### config.mk
export PLATFORM = sky130hd
export DESIGN_NAME = fetch_unit_flat
export DESIGN_NICKNAME = d
export VERILOG_FILES = /design/src/rtl/fetch_unit_if.sv /design/src/rtl/fetch_unit.sv /design/src/flat_wrapper.sv
export SDC_FILE = /design/constraint.sdc
export NUM_CORES = 1
export LEC_CHECK = 0
export ABC_AREA = 0
export CORE_MARGIN = 8
export CORE_UTILIZATION = 40
export DETAILED_ROUTE_END_ITERATION = 6
export DONT_BUFFER_PORTS = 1
export GPL_TIMING_DRIVEN = 0
export PLACE_DENSITY_LB_ADDON = 0.25
export SYNTH_ARGS = -nofsm -noshare
export SYNTH_HDL_FRONTEND = slang
export SYNTH_SLANG_ARGS = --single-unit
### constraint.sdc
create_clock -name clk -period 1.98 [get_ports clk]
set_clock_uncertainty 0.2 [all_clocks]
set_input_delay 0.297 -clock clk [delete_from_list [all_inputs] [get_ports clk]]
set_output_delay 0.297 -clock clk [all_outputs]
set_load 0.1 [all_outputs]
### src/rtl/fetch_unit_if.sv
// fetch_unit_if
// Groups the fetch front end's handshake and memory signals into one bundle.
// master : seen by fetch_unit (drives imem_addr and the delivery outputs)
// slave  : seen by the environment (drives stall, redirect and imem data)
// Signals:
//   stall_i     downstream cannot accept; hold the delivered instruction
//   pc_wr_en    redirect request from write-back
//   new_pc      redirect target
//   imem_addr   fetch address to the synchronous instruction memory
//   imem_rdata  memory data for the address issued the previous cycle
//   instr_o     delivered instruction (NOP when not valid)
//   pc_o        address of instr_o
//   valid_o     instr_o/pc_o valid
//   flush_o     clear downstream pipe registers this cycle
interface fetch_unit_if #(
    parameter int PC_WIDTH    = 16,
    parameter int INSTR_WIDTH = 16
);
    logic                   stall_i;
    logic                   pc_wr_en;
    logic [PC_WIDTH-1:0]    new_pc;
    logic [PC_WIDTH-1:0]    imem_addr;
    logic [INSTR_WIDTH-1:0] imem_rdata;
    logic [INSTR_WIDTH-1:0] instr_o;
    logic [PC_WIDTH-1:0]    pc_o;
    logic                   valid_o;
    logic                   flush_o;

    modport master (
        input  stall_i, pc_wr_en, new_pc, imem_rdata,
        output imem_addr, instr_o, pc_o, valid_o, flush_o
    );

    modport slave (
        output stall_i, pc_wr_en, new_pc, imem_rdata,
        input  imem_addr, instr_o, pc_o, valid_o, flush_o
    );
endinterface

### src/rtl/fetch_unit.sv
// fetch_unit
// Instruction-fetch front end. Owns the PC, issues word addresses to a
// synchronous instruction memory (one cycle read latency) and hands the
// returned instruction plus its PC to the fetch/decode pipe register.
// A late redirect from write-back squashes in-flight work; a decode stall
// freezes fetch and parks the delivered instruction in a one-entry skid.
//
// Optional feature macro: FETCH_BRANCH_SHADOW_EN
//   When defined, delivering an instruction whose top nibble equals
//   BRANCH_OPCODE holds fetch for SHADOW_CYCLES cycles before resuming.
//
// Ports:
//   clk    clock, all state on the rising edge
//   reset  synchronous, active-high
//   bus    fetch_unit_if.master (stall/redirect in, imem bus, delivery out)
module fetch_unit #(
    parameter int                     PC_WIDTH      = 16,
    parameter int                     INSTR_WIDTH   = 16,
    parameter logic [PC_WIDTH-1:0]    RESET_PC      = '0,
    parameter logic [INSTR_WIDTH-1:0] NOP_INSTR     = '0,
    parameter logic [3:0]             BRANCH_OPCODE = 4'hF,
    parameter int                     SHADOW_CYCLES = 3
) (
    input  logic         clk,
    input  logic         reset,
    fetch_unit_if.master bus
);

    logic [PC_WIDTH-1:0]    pc_q;
    logic                   inflight_q;
    logic [PC_WIDTH-1:0]    inflight_pc_q;
    logic                   hold_valid_q;
    logic [INSTR_WIDTH-1:0] hold_instr_q;
    logic [PC_WIDTH-1:0]    hold_pc_q;

    logic [INSTR_WIDTH-1:0] out_instr;
    logic [PC_WIDTH-1:0]    out_pc;
    logic                   out_valid;
    logic                   run_state;
    logic                   br_take;
    logic                   fire;

    // The skid entry, once filled, takes precedence over the memory path:
    // during a stall the memory is already returning a newer word.
    always_comb begin
        out_instr = bus.imem_rdata;
        out_pc    = inflight_pc_q;
        if (hold_valid_q) begin
            out_instr = hold_instr_q;
            out_pc    = hold_pc_q;
        end
    end

    // A redirect in the same cycle invalidates whatever is being delivered.
    assign out_valid     = (hold_valid_q | inflight_q) & ~bus.pc_wr_en;
    assign bus.valid_o   = out_valid;
    assign bus.instr_o   = out_valid ? out_instr : NOP_INSTR;
    assign bus.pc_o      = out_pc;
    assign bus.flush_o   = bus.pc_wr_en;
    assign bus.imem_addr = pc_q;

    assign fire = run_state & ~bus.stall_i & ~bus.pc_wr_en & ~br_take;

`ifdef FETCH_BRANCH_SHADOW_EN
    localparam bit SHADOW_ON = (SHADOW_CYCLES > 0);
    localparam int CNT_W     = (SHADOW_CYCLES > 0) ? $clog2(SHADOW_CYCLES + 1) : 1;

    typedef enum logic {
        RUN,
        SHADOW
    } state_t;

    state_t           state;
    logic [CNT_W-1:0] count;

    assign run_state = (state == RUN);
    assign br_take   = SHADOW_ON & out_valid & ~bus.stall_i &
                       (out_instr[INSTR_WIDTH-1 -: 4] == BRANCH_OPCODE);

    // Shadow sequencer: a delivered branch parks fetch for SHADOW_CYCLES
    // cycles; a redirect always drops straight back to RUN.
    always_ff @(posedge clk) begin
        if (reset) begin
            state <= RUN;
            count <= '0;
        end else if (bus.pc_wr_en) begin
            state <= RUN;
            count <= '0;
        end else if (state == SHADOW) begin
            count <= count - CNT_W'(1);
            if (count == CNT_W'(1)) begin
                state <= RUN;
            end
        end else if (br_take) begin
            state <= SHADOW;
            count <= CNT_W'(SHADOW_CYCLES);
        end
    end
`else
    logic unused_shadow_cfg;

    assign run_state         = 1'b1;
    assign br_take           = 1'b0;
    assign unused_shadow_cfg = ^{BRANCH_OPCODE, SHADOW_CYCLES};
`endif

    // Fetch datapath. Priority: reset, redirect, stall, then issue.
    // The skid captures on the first stall cycle only, while imem_rdata
    // still belongs to inflight_pc_q; it drains on the first free cycle,
    // in which the next address is issued so no word is lost or repeated.
    always_ff @(posedge clk) begin
        if (reset) begin
            pc_q          <= RESET_PC;
            inflight_q    <= 1'b0;
            inflight_pc_q <= '0;
            hold_valid_q  <= 1'b0;
            hold_instr_q  <= NOP_INSTR;
            hold_pc_q     <= '0;
        end else if (bus.pc_wr_en) begin
            pc_q         <= bus.new_pc;
            inflight_q   <= 1'b0;
            hold_valid_q <= 1'b0;
        end else if (bus.stall_i) begin
            if (inflight_q && !hold_valid_q) begin
                hold_valid_q <= 1'b1;
                hold_instr_q <= bus.imem_rdata;
                hold_pc_q    <= inflight_pc_q;
            end
        end else begin
            hold_valid_q <= 1'b0;
            if (fire) begin
                pc_q          <= pc_q + PC_WIDTH'(1);
                inflight_q    <= 1'b1;
                inflight_pc_q <= pc_q;
            end else begin
                inflight_q <= 1'b0;
            end
        end
    end

endmodule

### src/flat_wrapper.sv
// flat-port wrapper written by rule: the top's interface ports become plain ports
module fetch_unit_flat 
#(
    parameter int                     PC_WIDTH      = 16,
    parameter int                     INSTR_WIDTH   = 16,
    parameter logic [PC_WIDTH-1:0]    RESET_PC      = '0,
    parameter logic [INSTR_WIDTH-1:0] NOP_INSTR     = '0,
    parameter logic [3:0]             BRANCH_OPCODE = 4'hF,
    parameter int                     SHADOW_CYCLES = 3
)
  (clk, reset, bus_stall_i, bus_pc_wr_en, bus_new_pc, bus_imem_rdata, bus_imem_addr, bus_instr_o, bus_pc_o, bus_valid_o, bus_flush_o);
  fetch_unit_if #(.PC_WIDTH(PC_WIDTH), .INSTR_WIDTH(INSTR_WIDTH)) bus_i ();
  input  logic clk;
  input  logic reset;
  input wire logic [$bits(bus_i.stall_i)-1:0] bus_stall_i;
  input wire logic [$bits(bus_i.pc_wr_en)-1:0] bus_pc_wr_en;
  input wire logic [$bits(bus_i.new_pc)-1:0] bus_new_pc;
  input wire logic [$bits(bus_i.imem_rdata)-1:0] bus_imem_rdata;
  output wire logic [$bits(bus_i.imem_addr)-1:0] bus_imem_addr;
  output wire logic [$bits(bus_i.instr_o)-1:0] bus_instr_o;
  output wire logic [$bits(bus_i.pc_o)-1:0] bus_pc_o;
  output wire logic [$bits(bus_i.valid_o)-1:0] bus_valid_o;
  output wire logic [$bits(bus_i.flush_o)-1:0] bus_flush_o;
  assign bus_i.stall_i = bus_stall_i;
  assign bus_i.pc_wr_en = bus_pc_wr_en;
  assign bus_i.new_pc = bus_new_pc;
  assign bus_i.imem_rdata = bus_imem_rdata;
  assign bus_imem_addr = bus_i.imem_addr;
  assign bus_instr_o = bus_i.instr_o;
  assign bus_pc_o = bus_i.pc_o;
  assign bus_valid_o = bus_i.valid_o;
  assign bus_flush_o = bus_i.flush_o;
  fetch_unit #(.PC_WIDTH(PC_WIDTH), .INSTR_WIDTH(INSTR_WIDTH), .RESET_PC(RESET_PC), .NOP_INSTR(NOP_INSTR), .BRANCH_OPCODE(BRANCH_OPCODE), .SHADOW_CYCLES(SHADOW_CYCLES)) u_core (.clk(clk), .reset(reset), .bus(bus_i));
endmodule
==> results.sh <==
export IMPL_num_rows=32
export IMPL_antenna_found_initial=0
export IMPL_maxCapViolCount=0
export IMPL_syn_avg_cell_area_sq_um=7.996
export IMPL_multi_input_area_sq_mm=0.001976
export IMPL_final_area_sq_mm=0.004388
export IMPL_nFillCells=694
export IMPL_p_per_area_mw_per_mm2=794.4
export IMPL_overflow=0
export IMPL_syn_num_nets=434
export IMPL_ff2ff_path_depth=4
export IMPL_finalWirelength_um=9440
export IMPL_seq_area_frac_synth_pct=41.62
export IMPL_critPathMaxStageDelay_ns=0.51
export IMPL_hold_class="primary input to flop"
export IMPL_vias=2937
export IMPL_clk_insertion_delay_late_ns=0.35
export IMPL_layout_nets=486
export IMPL_critPathCaptureType="output pin"
export IMPL_hold_viol_final=0
export IMPL_critPathRequiredTime_ns=1.48
export IMPL_cp_slowest_cell="nor2_4"
export IMPL_ys_ff_latch=66
export IMPL_place_ws_ns=-0.1945
export IMPL_gp_congestion=0.7968
export IMPL_drive_above_1_share_pct=24.45
export IMPL_crit_arrival_ns=1.60
export IMPL_leakage_nw=1.477
export IMPL_final_antenna_net_count=0
export IMPL_cp_startpoint="u_core.hold_valid_q$_SDFFE_PP0N_"
export IMPL_clkTransAtPathRegs_ns=0.08
export IMPL_whs_ns=0.08584
export IMPL_violations="negative setup slack"
export IMPL_setup_viol=29
export IMPL_comb_power_share_pct=12.6
export IMPL_cts_made_buffers=9
export IMPL_switching_share_pct=30.58
export IMPL_initial_core_util_pct=41.08
export IMPL_die_h_um=105.1
export IMPL_htree_levels=3
export IMPL_cp_start_kind="flop"
export IMPL_grt_pass1_wl_um=14810
export IMPL_yosys_warnings=0
export IMPL_slew_violations=0
export IMPL_drt_vias_per_instance=5.282
export IMPL_path_cells="buf_12, mux2i_2, nor2_4"
export IMPL_seqCellArea_sq_mm=0.001383
export IMPL_peakVddDrop_mv=0.3956
export IMPL_cts_buffer_depth=2
export IMPL_grt_pass1_vias=2889
export IMPL_area_delta_synth_final_pct=38.23
export IMPL_cts_sinks=66
export IMPL_reg2reg_slack_ns=0.10
export IMPL_period_share_pct=106.0
export IMPL_synthDistinctLibCells=41
export IMPL_post_route_min_period_ns=2.099
export IMPL_rsz0062_at_grt="true"
export IMPL_netlist_instances=397
export IMPL_p_sw_mw=1.066
export IMPL_slew_headroom_pct=28.43
export IMPL_r2r_end="u_core.bus.imem_addr[15]$_SDFFE_PP0P_"
export IMPL_io_pin_count=86
export IMPL_diodes=0
export IMPL_path_class="flop to output pin"
export IMPL_r2r_start="u_core.bus.imem_addr[6]$_SDFFE_PP0P_"
export IMPL_worst_slew_pin_slew_ns=1.072
export IMPL_path_max_fanout=10
export IMPL_port_buffers=0
export IMPL_p_seq_share_pct=45.3
export IMPL_clkPwrFrac_pct=42.1
export IMPL_grt_max_degree=13
export IMPL_cts_tree="yes"
export IMPL_utilization_pct=56.78
export IMPL_grt_usage_pct=16.59
export IMPL_mostFrequentLayoutCells="nand2_1, a21oi_1, dfxtp_1, dlygate4sd3_1"
export IMPL_clock_root_buffer="clkbuf_8"
export IMPL_layout_setup_ws_ns=-0.1192
export IMPL_die_w_um=105.1
export IMPL_mostFrequentLayoutCell="nand2_1"
export IMPL_max_freq_mhz=476.4
export IMPL_drt_iter0_markers=87
export IMPL_cp_endpoint="bus_instr_o[4]"
export IMPL_status="finished, violations left"
export IMPL_synth_cell_area_sq_mm=0.003174
export IMPL_dp_hpwl_um=6376
export IMPL_fp_coreArea_sq_mm=0.007727
export IMPL_wl_per_cell_um=16.98
export IMPL_firstDrtPassIters=4
export IMPL_drc=0
export IMPL_postPlaceCellArea_sq_mm=0.003495
export IMPL_p_int_mw=2.420
export IMPL_fp_dieArea_sq_mm=0.01104
sequential cells by signal (all words and copies together), names as in the netlist:
| signal | flops |
|---|---|
| u_core.inflight_q | 1 |
| u_core.hold_valid_q | 1 |
| u_core.inflight_pc_q | 16 |
| u_core.hold_instr_q | 16 |
| u_core.hold_pc_q | 16 |
| u_core.bus.imem_addr | 16 |
synth_stat cells, drive strengths merged:
cell type  count  share of area, %
a2111oi        1              0.47
a211o          1              0.28
a211oi         5               1.5
a21oi         57               9.0
a22oi          1              0.24
a311oi         2              0.55
and3           3              0.59
buf           16               2.4
clkbuf        15               1.8
dfxtp         66                42
ha             1              0.39
inv            5              0.59
mux2          16               5.7
mux2i         19               6.0
nand2        109                13
nand2b         1              0.20
nand3          7               1.1
nand4          5               1.7
nand4b         3               1.0
nor2          29               3.4
nor2b          1              0.20
nor3           7               1.3
nor3b          2              0.47
nor4           6               2.2
nor4b          2              0.55
o21ai          5              0.79
o311ai         1              0.28
or2            1              0.20
or3            2              0.39
xnor2          8               2.2
routing by layer:
| metal | up-vias | part of all wire [%] | GRT usage [%] |
|---|---|---|---|
| met1 | 1365 | 43 | 20.20 |
| li1 | 1462 | - | - |
| met3 | 12 | 9.6 | 6.388 |
| met4 | 0 | 1.2 | 6.728 |
| met5 | - | 0 | 0 |
| met2 | 98 | 46 | 25.66 |
metrics by stage:
stage / power (mW) / setup TNS, ns / instances
final: 3.486 / -2.290 / 556
after global routing: 3.599 / -3.578 / 556
after CTS: 3.487 / -3.035 / 551
after detailed placement: 1.973 / -3.072 / 499
after global placement: 1.968 / -3.035 / 499
after floorplan: 1.907 / -0.2737 / 397
repair_timing:
action,in CTS,in global routing
pin swaps,10,9
hold endpoints to repair,33,0
cloned,0,1
setup endpoints to repair,39,38
gates resized for setup,38,22
buffers inserted,3,5
hold buffers,33,0
power groups by stage:
stage / sequential (mW) / combinational [mW] / clock, mW
detailed placement: 1.61 / 0.363 / 0
floorplan: 1.59 / 0.319 / 0
global placement: 1.61 / 0.359 / 0
CTS: 1.58 / 0.429 / 1.48
finish: 1.58 / 0.439 / 1.47
global route: 1.59 / 0.468 / 1.54
worst max-delay path, delay by kind of cell, from the launching register on:
family	cells	cell delay, ns
muxes	1	0.16
buffers and inverters	1	0.16
DFF	1	0.40
and+or+nand+nor	1	0.51
worst min path at each step:
stage	from	depth (start not counted)	slack, ns	endpoint
floorplan	bus_new_pc[0]	2	0.23	u_core.bus.imem_addr[0]$_SDFFE_PP0P_
global placement	bus_imem_rdata[7]	2	0.24	u_core.hold_instr_q[7]$_SDFFE_PP0P_
detailed placement	bus_new_pc[2]	2	0.24	u_core.bus.imem_addr[2]$_SDFFE_PP0P_
CTS	bus_stall_i	3	0.09	u_core.hold_pc_q[3]$_SDFFE_PP0P_
global route	bus_stall_i	3	0.12	u_core.hold_pc_q[3]$_SDFFE_PP0P_
finish	bus_stall_i	3	0.09	u_core.hold_pc_q[3]$_SDFFE_PP0P_
cell type report:
type / count / area share, %
multi-input combinational: 295 / 45.02
sequential: 66 / 31.51
clock buffer: 10 / 3.393
inverter: 5 / 0.5133
tap: 102 / 2.908
buffer: 30 / 4.591
timing repair buffer: 42 / 9.552
clock inverter: 6 / 2.509
kinds of logic (layout without fill, tap and decap cells):
group	Yosys count	in the layout	share of synthesized area, %
AOI/OAI and AO/OA	73	73	13.09
buffers and inverters	36	93	4.808
muxes	35	35	11.67
xor gates and xnor gates	8	8	2.207
and+or+nand+nor	178	178	26.21
DFF	66	66	41.62
adders and majority gates	1	1	0.3941
(Power assumes the default switching activity.)
